File: src/rtl/icu_wide.sv
// icu_wide: DATA_W-lane bit-serial style industrial control unit with a registered valid/ready output slot
module icu_wide #(
    parameter int DATA_W = 8
) (
    input  logic              clk,
    input  logic              rst_n,
    input  logic              in_valid,
    output logic              in_ready,
    input  logic [3:0]        instruction,
    input  logic [DATA_W-1:0] data_in,
    output logic              out_valid,
    input  logic              out_ready,
    output logic [DATA_W-1:0] write,
    output logic [DATA_W-1:0] data_out,
    output logic              jmp,
    output logic              rtn,
    output logic              flag_o,
    output logic              flag_f,
    output logic              skipped,
    output logic [DATA_W-1:0] rr_out
);
    typedef enum logic [3:0] {
        OP_NOPO, OP_LD, OP_LDC, OP_AND, OP_ANDC, OP_OR, OP_ORC, OP_XNOR,
        OP_STO, OP_STOC, OP_IEN, OP_OEN, OP_JMP, OP_RTN, OP_SKZ, OP_NOPF
    } op_e;

    op_e op;
    logic arm, acc, skip, sk_q;
    logic [DATA_W-1:0] rr, ien, oen, out, wr_q, d;
    logic [DATA_W-1:0] nr, nie, noe, nout, nwr;
    logic nskip;
    logic [3:0] stb_q, nstb;

    assign op       = op_e'(instruction);
    assign in_ready = ~out_valid | out_ready;
    // arm stays low on the edge that releases reset, so nothing is accepted there
    assign acc      = in_valid & in_ready & arm;
    assign d        = data_in & ien;
    assign write    = out_valid ? wr_q : '0;
    assign data_out = out & write;
    assign {jmp, rtn, flag_o, flag_f} = out_valid ? stb_q : 4'b0;
    assign skipped  = out_valid & sk_q;
    assign rr_out   = rr;

    // execute the presented instruction; a pending skip discards it instead
    always_comb begin
        nr    = rr;
        nie   = ien;
        noe   = oen;
        nout  = out;
        nskip = skip;
        nwr   = '0;
        nstb  = 4'b0;
        if (skip) begin
            nskip = 1'b0;
        end else begin
            case (op)
                OP_LD:   nr = d;
                OP_LDC:  nr = ~d;
                OP_AND:  nr = rr & d;
                OP_ANDC: nr = rr & ~d;
                OP_OR:   nr = rr | d;
                OP_ORC:  nr = rr | ~d;
                OP_XNOR: nr = rr ^ ~d;
                OP_STO:  begin nout = rr;  nwr = oen; end
                OP_STOC: begin nout = ~rr; nwr = oen; end
                OP_IEN:  nie = data_in;
                OP_OEN:  noe = d;
                OP_JMP:  nstb = 4'b1000;
                OP_RTN:  begin nstb = 4'b0100; nskip = 1'b1; end
                OP_SKZ:  nskip = (rr == '0);
                OP_NOPO: nstb = 4'b0010;
                OP_NOPF: nstb = 4'b0001;
                default: nr = rr;
            endcase
        end
    end

    // architectural state and the output slot update only on accept; slot drains on consume
    always_ff @(posedge clk or negedge rst_n) begin
        if (!rst_n) begin
            arm       <= 1'b0;
            rr        <= '0;
            ien       <= '0;
            oen       <= '0;
            out       <= '0;
            skip      <= 1'b0;
            out_valid <= 1'b0;
            wr_q      <= '0;
            stb_q     <= 4'b0;
            sk_q      <= 1'b0;
        end else begin
            arm <= 1'b1;
            if (acc) begin
                rr        <= nr;
                ien       <= nie;
                oen       <= noe;
                out       <= nout;
                skip      <= nskip;
                out_valid <= 1'b1;
                wr_q      <= nwr;
                stb_q     <= nstb;
                sk_q      <= skip;
            end else if (out_ready) begin
                out_valid <= 1'b0;
            end
        end
    end
endmodule

File: config.mk
export PLATFORM = sky130hd
export DESIGN_NAME = icu_wide
export DESIGN_NICKNAME = d
export VERILOG_FILES = /design/src/rtl/icu_wide.sv
export SDC_FILE = /design/constraint.sdc
export NUM_CORES = 1
export LEC_CHECK = 0
export CORE_AREA = 8 8 69 116
export DETAILED_ROUTE_END_ITERATION = 8
export DIE_AREA = 0 0 77 124
export SYNTH_ARGS = -nofsm -noshare
export SYNTH_HDL_FRONTEND = slang
export SYNTH_SLANG_ARGS = --single-unit
File: constraint.sdc
create_clock -name clk -period 1.9 [get_ports clk]
set_input_delay 0.285 -clock clk [delete_from_list [all_inputs] [get_ports clk]]
set_output_delay 0.285 -clock clk [all_outputs]
set_load 0.03 [all_outputs]
==> run summary <==
The flow ran to the end, and the final reports show no timing, DRC or antenna violations. The max-slew violation total from the final report is 0. The leakage power of the design came out at 1.70 nW.

The final number of setup-violating endpoints came out at 0. The number of DRC markers in iteration 0 came out at 118. The total vias in the final route is 2052. The floorplan step set the die height to 124 um. The TritonCTS sink count is 48.

The global router's overall resource usage is 13.7%. 47 I/O pins were placed. The via density per instance came out at ~5.3. The number of design rule violations left after detail routing is 0.

The count of filler cells inserted in the layout came out at 634. The width of the die is 77 um. The via count of the first global-routing pass is 2102. The worst hold path belongs to the class register to register. The pin count of the biggest net entering global routing came out at about 50. The flip-flop and latch count after synthesis came out at 48. The number of buffers and inverters on the critical path is 1. Across the routed clock network, the largest skew measured is 6.83 ps. The unique cell type count in the Yosys netlist came out at 39.

On the worst path, the slowest cell contributes a delay of about 730 ps. Counting flops with an async set or reset pin after synthesis yields a share of 100%. The HPWL reported at the end of detailed placement is between 4 and 5 mm. STA classifies the critical path endpoint as a primary output. The cell chosen for the clock root is sky130_fd_sc_hd__clkbuf_16. The clock buffer count from CTS is 5. The final net count came out at 317. The max-capacitance violation count is 0.

The global-route congestion overflow total is 0. The number of cells traversed by the worst register-to-register path is 4. The floorplan has 39 rows. At the end of routability-driven placement, the weighted congestion stood at a little over 0.8. The peak fanout along the critical path came out at 5. The worst setup path is launched from a register. Among cell families on the critical path, the largest total delay comes from buffers and inverters. In the synthesized netlist, the number of instances is around 230. Data arrives at the worst endpoint at 1540 ps. The worst hold path terminates at stb_q[0]. The clock-pin transition on the worst setup and hold timing paths is 70 ps. The final count of hold timing violations came to 0. In this run the standard cell core region covers around 0.0064 mm^2.

The slew at the pin with the worst max-slew slack is 618 ps. The design area came out at roughly 0.0034 mm^2. The worst hold path begins at stb_q[0]. The H-tree was split into 2 levels. The portion of the clock cycle consumed by the worst path in the final layout is between 90% and 100%. Traced cell by cell, the critical path runs through clkdlybuf4s50_1. The total die area came out at 0.00955 mm^2.

The area growth from synthesis to layout is 34.9%. The antenna diode count came out at 0. The beginning of the worst register-to-register path is out_valid. The required time of the critical path is 1620 ps. For this design, the slowest cell found on the critical path is sky130_fd_sc_hd__clkdlybuf4s50_1. The number of buffers between clock root and the deepest sink came out at 2. The number of antenna violations at the first check in global routing is 0. The normalized max-slew margin came out at 58.7%.

The worst register-to-register path has a setup slack of 170 ps. The number of detailed-routing iterations run before antenna repair is 4. Clock latency on the worst-skew pair, taken at its later pin, is 290 ps. The final critical delay including setup and external delays is about 1800 ps. The initial utilization of the core area, before any placement, comes to about two fifths.

The detail route stage leaves a number of antenna-violating nets equal to 0. The share of the core filled with cells came out at a little over half. The setup slack after placement is -81.9 ps. Setup repair after global routing left no endpoint under its margin. The post-CTS setup buffer count is 0. The per-cell routed wire length is around 16 um. The worst register-to-register path ends at oen[6].

TritonCTS built the clock tree. The least setup slack across all paths after layout is ~77 ps. Cells with a size suffix above 1 make up 22.5% of the layout.

Counting flops with a built-in enable in the synthesized netlist gives 0. The number of nets in the synthesized netlist is roughly 250. For this run, the leading register cell type out of synthesis is sky130_fd_sc_hd__dfrtp_1. The total negative setup slack came out at 0 ps.

The critical path is of the register to primary output type. The average footprint of a synthesized cell came out at 10.9 um^2. The Yosys step of the flow raised 0 warnings. The worst IR drop on VDD is about 0.71 mV. The total wire length is 6.31 mm. The peak clock frequency supported by timing came out at 549 MHz.

The cell area reported after detailed placement is 0.00327 mm^2. The instance count along the most critical hold path is 2. For this run, the register share of the synthesized area comes to 47.7%. The global-route wire length before repair came out at around 11 mm. The synthesized netlist occupies a cell area of 0.00252 mm^2. The count of input and output buffers is between 40 and 50.

For this design the ratio of total power to cell area is 866 mW/mm^2.
-- state kept, by name (all words and copies together) (netlist names) --
| name | flops |
|---|---|
| ien | 8 |
| oen | 8 |
| out | 8 |
| rr_out | 8 |
| wr_q | 8 |
| stb_q | 4 |
| arm | 1 |
| out_valid | 1 |
| sk_q | 1 |
| skip | 1 |
-- metal layers --
metal	part of all wire, %	up-vias	track usage [%]
met5	0	-	0
met4	1.9	0	5.94
met3	3.9	10	3.40
met2	53	44	24.8
met1	41	1011	14.8
li1	-	987	-
-- per-stage QoR --
stage,power [mW],hold slack (ps),std cells
6_report,2.94,471,384
3_3_place_gp,2.08,290,375
3_5_place_dp,2.10,307,375
2_1_floorplan,1.76,-10.6,231
4_1_cts,2.98,477,384
5_1_grt,3.09,496,384
-- power by group --
| group | total (mW) | internal (mW) | switching, mW | leakage [nW] |
|---|---|---|---|---|
| clock | 0.878 | 0.486 | 0.392 | 0.0736 |
| sequential | 1.37 | 1.20 | 0.171 | 0.625 |
| combinational | 0.698 | 0.350 | 0.348 | 1.00 |
| total | 2.94 | 2.03 | 0.911 | 1.70 |
-- what timing repair did --
action	in CTS	in global routing
hold buffers	1	0
endpoints found under the setup margin	21	1
hold endpoints to repair	47	0
gates resized for setup	21	1
-- Yosys cell counts, drive strengths merged, types with 2 or more instances --
library cell  instances  area, um^2
o211ai                2        15.0
xor2                  8        70.1
a22oi                 2        15.0
nand2b                4        40.0
nor2                 10        40.0
nor2b                 2        12.5
nand2                16        60.1
and2                 16         100
and3                  8        50.1
dfrtp                48        1200
o2bb2ai               2        17.5
buf                   8        45.0
o21ai                13        65.1
o311ai                6        52.6
clkbuf                5        18.8
a22o                  8        70.1
mux2i                 9        90.1
mux2                 19         221
a21oi                12        60.1
nor4                  3        33.8
inv                   6        22.5
nand3                 3        27.5
a32o                 12         120
-- cells in the final DEF, fill, tap and decap left out, drive strengths merged, types with 9 or more instances in the layout --
cell type,count
clkdlybuf4s50,22
a32o,12
dlygate4sd2,21
o21ai,13
buf,31
dfrtp,48
a21oi,12
and2,16
mux2,19
nor2,10
mux2i,9
nand2,16
-- worst max-delay path by stage --
stage | startpoint | end | slack, ps | depth (start not counted)
3_3_place_gp | instruction[0] | rr_out[7] | -80 | 6
2_1_floorplan | out_valid | oen[5] | 60 | 5
3_5_place_dp | out_ready | oen[5] | -80 | 5
4_1_cts | out_valid | out_valid | 10 | 1
5_1_grt | rr_out[6] | rr_out[6] | 40 | 1
6_report | rr_out[6] | rr_out[6] | 80 | 1
-- area by class of cell --
cell class | count | area (um^2) | area share, %
Inverter | 7 | 26.3 | 0.773
Multi-Input combinational cell | 163 | 1230 | 36.1
Tap cell | 82 | 103 | 3.02
Clock buffer | 5 | 125 | 3.68
Sequential cell | 48 | 1200 | 35.4
Timing Repair Buffer | 76 | 694 | 20.4
Clock inverter | 3 | 18.8 | 0.552
-- cell families (layout without fill, tap and decap cells) --
group	Yosys count	count (layout)	synth area share, %
AOI/OAI and AO/OA	59	59	17.1
xor gates and xnor gates	8	8	2.78
buffers and inverters	20	91	3.58
DFF	48	48	47.7
muxes	28	28	12.4
other	1	1	0.149
and+or+nand+nor	67	67	16.3
Note: power is estimated with default switching activity, not from simulation.
